==> src/rtl/iob_pwq_pkg.sv <==
// Shared definitions for the posted-write queue: FSM state encoding and queue entry layout.
// An entry is packed as {address, lower strobe, upper strobe}.
package iob_pwq_pkg;

    typedef enum logic [2:0] {
        ST_IDLE = 3'd0,
        ST_WREQ = 3'd1,
        ST_WACT = 3'd2,
        ST_RREQ = 3'd3,
        ST_RACT = 3'd4
    } state_t;

    localparam int ENT_FLAGS = 2;
    localparam int ENT_L_BIT = 1;
    localparam int ENT_U_BIT = 0;

    function automatic int entry_w(input int aw);
        return aw + ENT_FLAGS;
    endfunction

endpackage

==> src/rtl/iob_pwq_if.sv <==
// Bundle of FSB-side and IO-master-side signals of the posted-write queue.
// slave is the queue's view, master is the view of whatever drives it (FSB slave plus IO master).
interface iob_pwq_if #(
    parameter int AW = 23
);
    logic          PW_VALID;
    logic [AW-1:0] PW_A;
    logic          PW_L;
    logic          PW_U;
    logic          PW_READY;
    logic          RD_VALID;
    logic [AW-1:0] RD_A;
    logic          RD_L;
    logic          RD_U;
    logic          RD_DONE;
    logic          EMPTY;
    logic          IORDREQ;
    logic          IOWRREQ;
    logic [AW-1:0] IOA;
    logic          IOL0;
    logic          IOU0;
    logic          IOACT;
    logic          IODONE;
    logic          IOBERR;
    logic          PWERR;
    logic [AW-1:0] PWERR_A;

    modport slave (
        input  PW_VALID, PW_A, PW_L, PW_U,
        input  RD_VALID, RD_A, RD_L, RD_U,
        input  IOACT, IODONE, IOBERR,
        output PW_READY, RD_DONE, EMPTY,
        output IORDREQ, IOWRREQ, IOA, IOL0, IOU0,
        output PWERR, PWERR_A
    );

    modport master (
        output PW_VALID, PW_A, PW_L, PW_U,
        output RD_VALID, RD_A, RD_L, RD_U,
        output IOACT, IODONE, IOBERR,
        input  PW_READY, RD_DONE, EMPTY,
        input  IORDREQ, IOWRREQ, IOA, IOL0, IOU0,
        input  PWERR, PWERR_A
    );

endinterface

==> src/rtl/iob_pwq_ram.sv <==
// DEPTH x W register file for queued posted writes: one synchronous write port,
// asynchronous read of the head entry.
module iob_pwq_ram #(
    parameter int DEPTH = 2,
    parameter int W     = 25,
    parameter int PTRW  = 1
) (
    input  logic            clk_i,
    input  logic            we_i,
    input  logic [PTRW-1:0] waddr_i,
    input  logic [W-1:0]    wdata_i,
    input  logic [PTRW-1:0] raddr_i,
    output logic [W-1:0]    rdata_o
);

    // No reset: validity is tracked by the pointers and count in the parent.
    logic [W-1:0] mem_q [DEPTH];

    always_ff @(posedge clk_i) begin
        if (we_i) begin
            mem_q[waddr_i] <= wdata_i;
        end
    end

    assign rdata_o = mem_q[raddr_i];

endmodule

==> src/rtl/iob_pwq.sv <==
// Posted-write queue and IO request arbiter: queues FSB IO writes, serialises them onto the
// IO master handshake, and issues reads only once all earlier writes have completed.
// Optional macro IOB_PWQ_BERR_EN adds a sticky posted-write bus-error flag with first-error address.
module iob_pwq
    import iob_pwq_pkg::*;
#(
    parameter int DEPTH = 2,
    parameter int AW    = 23
) (
    input  logic     FCLK,
    input  logic     RES,
    iob_pwq_if.slave bus
);

    localparam int EW   = entry_w(AW);
    localparam int PTRW = $clog2(DEPTH);
    localparam int CW   = $clog2(DEPTH + 1);
    localparam logic [CW-1:0] FULL_CNT = CW'(DEPTH);

    state_t          state_q, state_d;
    logic [PTRW-1:0] wr_ptr_q, wr_ptr_d;
    logic [PTRW-1:0] rd_ptr_q, rd_ptr_d;
    logic [CW-1:0]   count_q, count_d;
    logic            pw_ready_q, pw_ready_d;
    logic [AW-1:0]   ioa_q, ioa_d;
    logic            iol_q, iol_d;
    logic            iou_q, iou_d;

    logic            push;
    logic            pop;
    logic            load_wr;
    logic            load_rd;
    logic            iowrreq;
    logic            iordreq;
    logic            rd_done;
    logic            empty;
    logic [EW-1:0]   wr_entry;
    logic [EW-1:0]   head_entry;

    assign push     = bus.PW_VALID && pw_ready_q;
    assign wr_entry = {bus.PW_A, bus.PW_L, bus.PW_U};

    iob_pwq_ram #(
        .DEPTH (DEPTH),
        .W     (EW),
        .PTRW  (PTRW)
    ) u_ram (
        .clk_i   (FCLK),
        .we_i    (push),
        .waddr_i (wr_ptr_q),
        .wdata_i (wr_entry),
        .raddr_i (rd_ptr_q),
        .rdata_o (head_entry)
    );

    always_ff @(posedge FCLK) begin
        if (RES) begin
            state_q <= ST_IDLE;
        end else begin
            state_q <= state_d;
        end
    end

    // Writes always win over a pending read; IOACT with IODONE in a REQ state completes at once.
    always_comb begin
        state_d = state_q;
        unique case (state_q)
            ST_IDLE: begin
                if (count_q != '0) begin
                    state_d = ST_WREQ;
                end else if (bus.RD_VALID) begin
                    state_d = ST_RREQ;
                end
            end
            ST_WREQ: begin
                if (bus.IOACT) begin
                    state_d = bus.IODONE ? ST_IDLE : ST_WACT;
                end
            end
            ST_WACT: begin
                if (bus.IODONE) begin
                    state_d = ST_IDLE;
                end
            end
            ST_RREQ: begin
                if (bus.IOACT) begin
                    state_d = bus.IODONE ? ST_IDLE : ST_RACT;
                end
            end
            ST_RACT: begin
                if (bus.IODONE) begin
                    state_d = ST_IDLE;
                end
            end
            default: state_d = ST_IDLE;
        endcase
    end

    always_comb begin
        iowrreq = (state_q == ST_WREQ);
        iordreq = (state_q == ST_RREQ);
        load_wr = (state_q == ST_IDLE) && (count_q != '0);
        load_rd = (state_q == ST_IDLE) && (count_q == '0) && bus.RD_VALID;
        pop     = ((state_q == ST_WACT) && bus.IODONE) ||
                  ((state_q == ST_WREQ) && bus.IOACT && bus.IODONE);
        rd_done = ((state_q == ST_RACT) && bus.IODONE) ||
                  ((state_q == ST_RREQ) && bus.IOACT && bus.IODONE);
        empty   = (count_q == '0) && (state_q != ST_WREQ) && (state_q != ST_WACT);
    end

    always_comb begin
        wr_ptr_d = push ? wr_ptr_q + PTRW'(1) : wr_ptr_q;
        rd_ptr_d = pop  ? rd_ptr_q + PTRW'(1) : rd_ptr_q;
        unique case ({push, pop})
            2'b10:   count_d = count_q + CW'(1);
            2'b01:   count_d = count_q - CW'(1);
            default: count_d = count_q;
        endcase
        pw_ready_d = (count_d < FULL_CNT);
    end

    // Request attributes are latched at issue and held until the cycle completes.
    always_comb begin
        ioa_d = ioa_q;
        iol_d = iol_q;
        iou_d = iou_q;
        if (load_wr) begin
            ioa_d = head_entry[EW-1:ENT_FLAGS];
            iol_d = head_entry[ENT_L_BIT];
            iou_d = head_entry[ENT_U_BIT];
        end else if (load_rd) begin
            ioa_d = bus.RD_A;
            iol_d = bus.RD_L;
            iou_d = bus.RD_U;
        end
    end

    always_ff @(posedge FCLK) begin
        if (RES) begin
            wr_ptr_q   <= '0;
            rd_ptr_q   <= '0;
            count_q    <= '0;
            pw_ready_q <= 1'b1;
            ioa_q      <= '0;
            iol_q      <= 1'b0;
            iou_q      <= 1'b0;
        end else begin
            wr_ptr_q   <= wr_ptr_d;
            rd_ptr_q   <= rd_ptr_d;
            count_q    <= count_d;
            pw_ready_q <= pw_ready_d;
            ioa_q      <= ioa_d;
            iol_q      <= iol_d;
            iou_q      <= iou_d;
        end
    end

    assign bus.PW_READY = pw_ready_q;
    assign bus.EMPTY    = empty;
    assign bus.RD_DONE  = rd_done;
    assign bus.IOWRREQ  = iowrreq;
    assign bus.IORDREQ  = iordreq;
    assign bus.IOA      = ioa_q;
    assign bus.IOL0     = iol_q;
    assign bus.IOU0     = iou_q;

`ifdef IOB_PWQ_BERR_EN
    // Any completing posted write, including one finished in the same cycle as IOACT.
    logic          pwerr_q, pwerr_d;
    logic [AW-1:0] pwerr_a_q, pwerr_a_d;

    always_comb begin
        pwerr_d   = pwerr_q;
        pwerr_a_d = pwerr_a_q;
        if (pop && bus.IOBERR) begin
            pwerr_d = 1'b1;
            if (!pwerr_q) begin
                pwerr_a_d = ioa_q;
            end
        end
    end

    always_ff @(posedge FCLK) begin
        if (RES) begin
            pwerr_q   <= 1'b0;
            pwerr_a_q <= '0;
        end else begin
            pwerr_q   <= pwerr_d;
            pwerr_a_q <= pwerr_a_d;
        end
    end

    assign bus.PWERR   = pwerr_q;
    assign bus.PWERR_A = pwerr_a_q;
`else
    logic unused_berr;
    assign unused_berr = bus.IOBERR;
    assign bus.PWERR   = 1'b0;
    assign bus.PWERR_A = '0;
`endif

endmodule

==> src/flat_wrapper.sv <==
// flat-port wrapper written by rule: the top's interface ports become plain ports
module iob_pwq_flat import iob_pwq_pkg::*;
#(
    parameter int DEPTH = 2,
    parameter int AW    = 23
)
  (FCLK, RES, bus_PW_VALID, bus_PW_A, bus_PW_L, bus_PW_U, bus_RD_VALID, bus_RD_A, bus_RD_L, bus_RD_U, bus_IOACT, bus_IODONE, bus_IOBERR, bus_PW_READY, bus_RD_DONE, bus_EMPTY, bus_IORDREQ, bus_IOWRREQ, bus_IOA, bus_IOL0, bus_IOU0, bus_PWERR, bus_PWERR_A);
  iob_pwq_if #(.AW(AW)) bus_i ();
  input  logic FCLK;
  input  logic RES;
  input wire logic [$bits(bus_i.PW_VALID)-1:0] bus_PW_VALID;
  input wire logic [$bits(bus_i.PW_A)-1:0] bus_PW_A;
  input wire logic [$bits(bus_i.PW_L)-1:0] bus_PW_L;
  input wire logic [$bits(bus_i.PW_U)-1:0] bus_PW_U;
  input wire logic [$bits(bus_i.RD_VALID)-1:0] bus_RD_VALID;
  input wire logic [$bits(bus_i.RD_A)-1:0] bus_RD_A;
  input wire logic [$bits(bus_i.RD_L)-1:0] bus_RD_L;
  input wire logic [$bits(bus_i.RD_U)-1:0] bus_RD_U;
  input wire logic [$bits(bus_i.IOACT)-1:0] bus_IOACT;
  input wire logic [$bits(bus_i.IODONE)-1:0] bus_IODONE;
  input wire logic [$bits(bus_i.IOBERR)-1:0] bus_IOBERR;
  output wire logic [$bits(bus_i.PW_READY)-1:0] bus_PW_READY;
  output wire logic [$bits(bus_i.RD_DONE)-1:0] bus_RD_DONE;
  output wire logic [$bits(bus_i.EMPTY)-1:0] bus_EMPTY;
  output wire logic [$bits(bus_i.IORDREQ)-1:0] bus_IORDREQ;
  output wire logic [$bits(bus_i.IOWRREQ)-1:0] bus_IOWRREQ;
  output wire logic [$bits(bus_i.IOA)-1:0] bus_IOA;
  output wire logic [$bits(bus_i.IOL0)-1:0] bus_IOL0;
  output wire logic [$bits(bus_i.IOU0)-1:0] bus_IOU0;
  output wire logic [$bits(bus_i.PWERR)-1:0] bus_PWERR;
  output wire logic [$bits(bus_i.PWERR_A)-1:0] bus_PWERR_A;
  assign bus_i.PW_VALID = bus_PW_VALID;
  assign bus_i.PW_A = bus_PW_A;
  assign bus_i.PW_L = bus_PW_L;
  assign bus_i.PW_U = bus_PW_U;
  assign bus_i.RD_VALID = bus_RD_VALID;
  assign bus_i.RD_A = bus_RD_A;
  assign bus_i.RD_L = bus_RD_L;
  assign bus_i.RD_U = bus_RD_U;
  assign bus_i.IOACT = bus_IOACT;
  assign bus_i.IODONE = bus_IODONE;
  assign bus_i.IOBERR = bus_IOBERR;
  assign bus_PW_READY = bus_i.PW_READY;
  assign bus_RD_DONE = bus_i.RD_DONE;
  assign bus_EMPTY = bus_i.EMPTY;
  assign bus_IORDREQ = bus_i.IORDREQ;
  assign bus_IOWRREQ = bus_i.IOWRREQ;
  assign bus_IOA = bus_i.IOA;
  assign bus_IOL0 = bus_i.IOL0;
  assign bus_IOU0 = bus_i.IOU0;
  assign bus_PWERR = bus_i.PWERR;
  assign bus_PWERR_A = bus_i.PWERR_A;
  iob_pwq #(.DEPTH(DEPTH), .AW(AW)) u_core (.FCLK(FCLK), .RES(RES), .bus(bus_i));
endmodule
==> config.mk <==
export PLATFORM = sky130hd
export DESIGN_NAME = iob_pwq_flat
export DESIGN_NICKNAME = d
export VERILOG_FILES = /design/src/rtl/iob_pwq_pkg.sv /design/src/rtl/iob_pwq_if.sv /design/src/rtl/iob_pwq_ram.sv /design/src/rtl/iob_pwq.sv /design/src/flat_wrapper.sv
export SDC_FILE = /design/constraint.sdc
export NUM_CORES = 1
export LEC_CHECK = 0
export BUFFER_PORTS_ARGS = -buffer_cell sky130_fd_sc_hd__buf_4
export CAP_MARGIN = 20
export CORE_ASPECT_RATIO = 1.4
export CORE_MARGIN = 2
export CORE_UTILIZATION = 46
export DETAILED_ROUTE_END_ITERATION = 10
export GPL_TIMING_DRIVEN = 0
export PLACE_DENSITY_LB_ADDON = 0.05
export SLEW_MARGIN = 25
export SYNTH_ARGS = -nofsm -noshare
export SYNTH_HDL_FRONTEND = slang
export SYNTH_SLANG_ARGS = --single-unit
==> constraint.sdc <==
create_clock -name FCLK -period 1.8 [get_ports FCLK]
set_input_delay 0.09 -clock FCLK [delete_from_list [all_inputs] [get_ports FCLK]]
set_output_delay 0.09 -clock FCLK [all_outputs]
set_load 0.01 [all_outputs]
* Word level (Yosys, flattened, before mapping) *
Memory sizes are Yosys's and may differ from the RTL's. A register that Yosys moved wholly into a read port is not among the register bits.
Cells that the tools add are included.

storage, ports and cells
  bits in registers = 33
  bits in writable memories = 50
  input bits = 57
  output and inout bits = 54
  memories kept = 1

cells by class
  $add $sub $neg = 4
  order comparisons = 1
  equal/unequal tests = 12
  muxes and demuxes = 19
  reductions and logical operators = 20

memories
  name                depth  width  read ports  clocked after memory_dff  wr ports  RTL line           text
  u_core.u_ram.mem_q  2      25     1           1                         1         iob_pwq_ram.sv:17  logic [W-1:0] mem_q [DEPTH];

operators with widths
  operator             number
  $mux 23              2
  $mux 3               6
  $logic_and 1x1->1    12
  $pmux 3 s4           1
  $mux 1               8
  $eq 3x2->1 const B   2
  $ne 2x2->1 const B   2
  $pmux 2 s2           1
  $reduce_and 4->1     1
  $reduce_bool 2->1    2
  $eq 3x1->1 const B   1
  $eq 3x3->1 const B   1
  $logic_not 3->1      1
  $ne 3x1->1 const B   1
  $ne 3x2->1 const B   1
  $ne 3x3->1 const B   1
  $add 1x1->1 const B  2
  $add 2x1->2 const B  1
  $eq 2x1->1 const B   1
  $eq 2x2->1 const B   1
  $logic_not 2->1      1
  $logic_or 1x1->1     2
  $lt 2x2->1 const B   1
  $mux 2               1
  other kinds (3)      3

* Logic depth before layout (Yosys ltp) *
Gate-level depths: netlist (run 1).

  depth after elaboration = 7
  mapped depth = 8
  mapped depth without buffers = 7

* Cells and area by module *
From an unflattened synthesis (run 1), not the netlist that was laid out.

unflattened totals
  cells, all modules = 308
  area, all modules = 3883.7 sq um

by module, submodules not included
  module       times used  cells each  area each (sq um)  seq. area each (sq um)
  iob_pwq      1           228         1961.9             660.6
  iob_pwq_ram  1           80          1921.8             1501.4

* Worst setup path after synthesis (run 1) *
OpenSTA, ideal clock, no wires.

  kind = register -> register
  start = register u_core.pw_ready_q, in the netlist u_core.bus.PW_READY
  end = memory u_core.u_ram.mem_q[0][0] (enable)
  arrival time = 1.563 ns
  data required time = 1.393 ns
  setup slack = -0.170 ns
  stages on the path, launching flop included = 3
  path buffers = 0
  cells stage by stage = dfxtp_1 > nand2_1 > nor2_1

between the ends
  cells in the longest elaborated chain, start to end = 3

ends and longest elaborated chain
  item                          RTL line           text
  from (decl)                   iob_pwq.sv:24      logic pw_ready_q, pw_ready_d;
  from (signal assigned)        iob_pwq.sv:151     pw_ready_q <= pw_ready_d;
  $logic_and 1x1->1             iob_pwq.sv:40      assign push = bus.PW_VALID && pw_ready_q;
  $mux 1                        iob_pwq_ram.sv:20  if (we_i) begin
  $mux 1 (not written as such)  iob_pwq_ram.sv:21  mem_q[waddr_i] <= wdata_i;
  to (decl)                     iob_pwq_ram.sv:17

Every way passes these cells.

* Worst setup path in the final report (run 1) *
  start = register u_core.state_q[0]
  end = register u_core.pw_ready_q, in the netlist u_core.bus.PW_READY

between the ends
  cells in the longest elaborated chain, start to end = 7

ends and longest elaborated chain
  item                                             RTL line        text
  from (decl)                                      iob_pwq.sv:20   state_t state_q, state_d;
  from (signal assigned)                           iob_pwq.sv:60   state_q <= state_d;
  $eq 3x1->1                                       iob_pwq.sv:105  ((state_q == ST_WREQ) && bus.IOACT && bus.IODONE);
  $logic_and 1x1->1 (2 in a row)                   iob_pwq.sv:105
  $logic_or 1x1->1 (*)                             iob_pwq.sv:104  pop = ((state_q == ST_WACT) && bus.IODONE) ||
  named net u_core.pop                             iob_pwq.sv:30   logic pop;
  $eq 2x1->1 / $eq 2x2->1 (equally long branches)  iob_pwq.sv:114  unique case ({push, pop})
  $pmux 2 s2 (*)                                   iob_pwq.sv:114
  $lt 2x2->1 (*)                                   iob_pwq.sv:119  pw_ready_d = (count_d < FULL_CNT);

The timed path passes the listed nets; every way through them passes the cells marked *.
A chain may end at the register's enable or synchronous reset.

==> metrics.csv, run 1 <==
metric,value,unit
"Max FO, Critical Path",9,
CTS tree,built,
Num CTS Buffers,9,
IO Count,111,
Clock Skew,0.009098,ns
initial antenna violation count,0,
final worst path period need,1.765,ns
commonest cells in the netlist,"edfxtp_1, nor2_1, dfxtp_1",
Synth area leader,edfxtp_1,
Crit. End Element,flip-flop,
fin crit share,98.03,%
syn avg cell area,12.06,um^2
Mapped Cells,303,
largest net degree at the start of global routing,26,
Setup-failing EPs final,0,
initial DRC count,123,
Setup Total Neg Slack,0,ns
fin util,65.64,%
max-cap check violation count,0,
Max transition margin,47.17,%
dpl ws,-0.05469,ns
"EDFF count, synth",50,
Initial DRT Pass Iterations,4,
P&R area growth vs syn,39.20,%
Yosys warning total,0,
Antenna diodes,0,
vias per inst,4.754,
Final Max Tran Viols,0,
final hold viol count,0,
clock buffer depth,2,
CP max stage cell,dfxtp_2,
clk sinks,84,
Max stage delay on crit path,0.32,ns
detailed placer's ending HPWL,5335,um
Row Count,38,
share of post-route cells with drive strength above 1,39.13,%
Leak,0.002066,uW
Worst-path clk slew,0.08,ns
Worst VDD drop,0.7809,mV
"top cells by area, synth","edfxtp_1, dfxtp_1, mux2_2, nand3b_1, buf_4",
global-route wire length before repair,12120,um
CP required,2.04,ns
"antenna viol nets, final",0,
Tot GR Track Use,18.99,%
crit start category,flip-flop,
Wirelength per Cell,14.14,um
Vias,2662,
"Cell Area, Synth",3655,um^2
Die Wd,79.34,um
PwrDens,1499,nW/um^2
status,completed,
crit path kind,flip-flop to flip-flop,
worst hold path class,input port to flip-flop,
"Seq/Total Area, Yosys",59.71,%
net count reported at finish,513,
Yosys cell types,33,
top_reg_cell synth,edfxtp_1,
most common cell in the netlist,edfxtp_1,
H-Tree Depth,3,
vias in the first global route,2551,
worst-margin pin slew,0.7906,ns
worst skew pair latency,0.35,ns
register-to-register setup slack,0.04,ns
Congestion Overflow GR,0,
Arrival @ worst endpoint,2.01,ns
initial core utilization,47.16,%
Core ar.,7750,um^2
asr flop ratio synth,0,%
Port Buffers,83,
setup slack after layout,0.03547,ns
Die Span Y,109.5,um
DIE AREA,8684,um^2
DRC,0,
post-synthesis register bit count,84,
CP Cell Sequence,buf_6 > nand2b_4 > a211oi_2 > ha_2 > xnor2_2 > nor2_2 > xnor2_1 > or2_2,
Synth top area share,41.08,%
highest clock rate,0.5667,GHz
Detailed Route WL,7917,um
routability cong.,0.7462,
clock root buffer,clkbuf_8,
## timing repair
| item | CTS | global route |
|---|---|---|
| setup endpoints to repair | 3 | 18 |
| pin swaps | 2 | 5 |
| resized for setup | 10 | 6 |
| hold buffers | 26 | 0 |
| setup buffers | 6 | 5 |
| hold endpoints to repair | 51 | 0 |
## metrics by stage
| step | hold WS (ns) | total power (uW) | instance area [um^2] | instances |
|---|---|---|---|---|
| CTS | 0.04887 | 7607 | 5047 | 557 |
| global route | 0.06074 | 8146 | 5087 | 560 |
| floorplan | 0.1693 | 4854 | 3749 | 326 |
| finish | 0.07888 | 7624 | 5087 | 560 |
| global placement | 0.2748 | 5938 | 4497 | 509 |
| detailed placement | 0.2773 | 5988 | 4503 | 509 |
## logic make-up (layout without fill, tap and decap cells)
kind of cell / count (synthesis) / count (layout) / synth area share [%]
simple gates: 77 / 77 / 11.74
other cells: 1 / 24 / 0.1026
xor+xnor: 6 / 6 / 1.438
buf+inv: 50 / 184 / 8.319
mux: 26 / 26 / 7.977
compound gates: 58 / 58 / 10.37
flops: 84 / 84 / 59.71
fa+ha+maj: 1 / 1 / 0.3423
## path summary, 6_finish.rpt
kind                startpoint                  end  depth (start not counted)
max          u_core.state_q[0]  u_core.bus.PW_READY                          8
min reg2reg    u_core.bus.IOU0      u_core.bus.IOU0                          2
min                  bus_IOACT    u_core.state_q[0]                          3
max reg2reg  u_core.state_q[0]  u_core.bus.PW_READY                          8
## final cells by class
class                           count  area (um^2)
Buffer                             46        295.3
Clock buffer                       11        131.4
Clock inverter                      5        76.32
Fill cell                         656         2663
Inverter                            2        7.507
Multi-Input combinational cell    192         1301
Sequential cell                    84         2185
Tap cell                          100        125.1
Timing Repair Buffer              120        965.9
## where the power goes
| part | internal, uW | switching [uW] |
|---|---|---|
| sequential | 2640 | 297 |
| combinational | 1590 | 1690 |
| clock | 775 | 631 |
## metal layers
metal / global-route usage [%] / wire [um] / vias to the layer above
li1: - / - / 1352
met1: 21.94 / 3241 / 1228
met2: 33.66 / 4199 / 76
met3: 5.090 / 407 / 6
met4: 7.020 / 67 / 0
met5: 0 / 0 / -
## state kept, by name, summed over array words and instances (netlist names), named ones only
name,count
u_core.bus.IOL0,1
u_core.bus.IOU0,1
u_core.rd_ptr_q,1
u_core.u_ram.mem_q,50
u_core.wr_ptr_q,1
u_core.state_q,3
u_core.bus.PW_READY,1
u_core.count_q,1
u_core.bus.IOA,23
## cells in the final DEF, fill, tap and decap left out, types with 2 or more instances in the layout
master	instances
edfxtp_1	50
nor3_1	3
dfxtp_1	32
a211oi_2	3
nand2b_1	2
inv_1	2
xor2_1	2
clkbuf_1	14
nor2b_1	3
clkbuf_8	9
nor2_1	32
nand3b_1	26
a211oi_1	23
buf_4	119
dfxtp_2	2
o21ai_0	26
a21oi_1	2
buf_2	5
buf_6	3
dlygate4sd3_1	26
xnor2_1	3
mux2_2	25
conb_1	24
bufinv_16	2
nor2_4	2
## worst max-delay path: cells and delay by family, from the launching register on
family / cells / cell delay (ns)
and+or+nand+nor: 3 / 0.45
xor gates and xnor gates: 2 / 0.25
DFF: 1 / 0.32
adders and majority gates: 1 / 0.24
AOI/OAI and AO/OA: 1 / 0.27
buffers and inverters: 1 / 0.13
Power figures use the tool's default switching activity.
==> run 2: changes to the inputs <==
Settings changed: CORE_ASPECT_RATIO 1.4 to unset, SETUP_SLACK_MARGIN set to 0.05.
==> run 2 against run 1 <==
  * Critical path depth stayed put
  * Wire length is 2.3% higher
  * First-iteration DRC count is 4.9% lower
  * Via count is 1.4% higher
  * Power is 3.3% higher
  * Sequential cell count stayed put
  * Core utilization is 0.61 points higher
  * Die area is 0.12% lower
  * Critical path type unchanged
  * Highest routed layer unchanged
==> metrics.csv, run 2 (synthesis gave the netlist of run 1 again) <==
metric,value,unit,change
status,completed,,unchanged
vias per inst,4.830,,was 4.754
worst-margin pin slew,0.7992,ns,was 0.7906 ns
"leading cell type in the layout, fill and taps excluded",buf_4,,unchanged
Wirelength per Cell,14.48,um,was 14.14 um
highest clock rate,0.5602,GHz,was 0.5667 GHz
Detailed Route WL,8097,um,was 7917 um
vias in the first global route,2688,,was 2551
max-cap check violation count,0,,unchanged
initial core utilization,47.30,%,was 47.16%
initial antenna violation count,0,,unchanged
Worst-path clk slew,0.09,ns,was 0.08 ns
net count reported at finish,510,,was 513
CP max stage cell,dfxtp_2,,unchanged
RSZ-0062 raised after global routing,true,,
Initial DRT Pass Iterations,4,,unchanged
Die Wd,93.14,um,was 79.34 um
Clock Skew,0.009214,ns,was 0.009098 ns
final hold viol count,0,,unchanged
max reg flops,50,,unchanged
cell repeated most along the worst path,xnor2_2,,
Vias,2700,,was 2662
most frequent cells in the layout,"buf_4, edfxtp_1, nor2_1, dfxtp_1",,unchanged
DIE AREA,8674,um^2,was 8684 um^2
Setup Total Neg Slack,0,ns,unchanged
P&R area growth vs syn,40.09,%,was 39.20%
Final Max Tran Viols,0,,unchanged
"Max FO, Critical Path",9,,unchanged
initial DRC count,117,,was 123
largest net degree at the start of global routing,26,,unchanged
CP Cell Sequence,buf_6 > nand2b_4 > a211oi_2 > ha_2 > xnor2_2 > nor2_4 > xnor2_2 > or2_4,,was buf_6 > nand2b_4 > a211oi_2 > ha_2 > xnor2_2 > nor2_2 > xnor2_1 > or2_2
Final Instance Area,5120,um^2,was 5087 um^2
Row Count,32,,was 38
CTS tree,built,,unchanged
worst hold path class,input port to flip-flop,,unchanged
Leak,0.002079,uW,was 0.002066 uW
hold slack,0.07411,ns,was 0.07888 ns
Antenna diodes,0,,unchanged
fin crit share,99.17,%,was 98.03%
"Most flops, register",u_core.u_ram.mem_q,,unchanged
Setup-failing EPs final,0,,unchanged
Crit. End Element,flip-flop,,unchanged
Die Span Y,93.14,um,was 109.5 um
Port Buffers,83,,unchanged
Tot GR Track Use,19.43,%,was 18.99%
CP required,2.04,ns,about the same
routability cong.,0.7419,,was 0.7462
IO Count,111,,unchanged
placed instance area,4506,um^2,was 4503 um^2
global-route wire length before repair,12790,um,was 12120 um
Worst VDD drop,0.7560,mV,was 0.7809 mV
DRC,0,,unchanged
Congestion Overflow GR,0,,unchanged
final worst path period need,1.785,ns,was 1.765 ns
Num CTS Buffers,9,,unchanged
PwrDens,1538,nW/um^2,was 1499 nW/um^2
Core ar.,7727,um^2,was 7750 um^2
worst skew pair latency,0.35,ns,about the same
H-Tree Depth,3,,unchanged
fin util,66.26,%,was 65.64%
share of post-route cells with drive strength above 1,40.04,%,was 39.13%
detailed placer's ending HPWL,5309,um,was 5335 um
crit path kind,flip-flop to flip-flop,,unchanged
clock buffer depth,2,,unchanged
Buf/Inv on CP,1,,unchanged
Max transition margin,46.59,%,was 47.17%
crit start category,flip-flop,,unchanged
Crit path max-delay family,simple AND/OR/NAND/NOR gates,,unchanged
Max stage delay on crit path,0.33,ns,was 0.32 ns
clk sinks,84,,unchanged
clock root buffer,clkbuf_8,,unchanged
"antenna viol nets, final",0,,unchanged
Layout Cells excl Fill,559,,was 560
dpl cells,511,,was 509
Arrival @ worst endpoint,2.03,ns,was 2.01 ns
==> run 2: changes by cell type in the layout (fill, tap and decap cells not counted), sizes merged <==
cell / change
buf: -7
bufinv: +1
clkbuf: +3
clkinv: -1
inv: +1
==> run 2: worst paths after layout <==
path                                       endpoint  depth (start not counted)              start  slack [ns]
worst max-delay path            u_core.bus.PW_READY                          8  u_core.state_q[0]        0.01
worst min-delay path              u_core.state_q[0]                          3          bus_IOACT        0.07
worst max register to register  u_core.bus.PW_READY                          8  u_core.state_q[0]        0.01
worst min register to register      u_core.bus.IOU0                          2    u_core.bus.IOU0        0.50
==> run 2: power breakdown <==
part | switching (uW) | internal, uW
Combinational | 1770 | 1590
Sequential | 262 | 2640
Clock | 676 | 925
==> run 2: worst min-delay path, delay by kind of cell <==
| kind | cells | cell delay, ns |
|---|---|---|
| AOI/OAI and AO/OA | 1 | 0.08 |
| buffers and inverters | 1 | 0.09 |
| and+or+nand+nor | 1 | 0.12 |
==> run 2: area by class of cell <==
type                    count  area (um^2)
fillers                   614         2608
clock buffers              10        127.6
flip-flops and latches     84         2185
clock inverters             6        111.4
plain buffers              48        317.8
well taps                 102        127.6
repair buffers            115        932.1
inverters                   2        7.507
multi-input cells         192         1311
==> run 2: per-layer routing <==
metal | routed length, um | vias up | global-route usage [%]
met5 | 0 | - | 0
met4 | 129 | 0 | 6.373
met3 | 377 | 12 | 4.190
met2 | 4098 | 76 | 33.27
met1 | 3492 | 1269 | 24.55
li1 | - | 1343 | -
==> run 2: metrics by stage <==
step	power [uW]	setup WS [ns]
5_1_grt	8381	-0.07360
3_5_place_dp	6020	-0.1170
2_1_floorplan	4854	0.05278
3_3_place_gp	5960	-0.1753
4_1_cts	7794	0.02561
6_report	7872	0.01488
==> run 2: repair_timing <==
| item | 4_1_cts | 5_1_grt |
|---|---|---|
| endpoints found under the hold margin | 51 | 0 |
| setup endpoints to repair | 6 | 31 |
| buffers inserted | 4 | 2 |
| pin swaps | 5 | 6 |
| hold buffers | 26 | 0 |
| gates resized for setup | 11 | 15 |
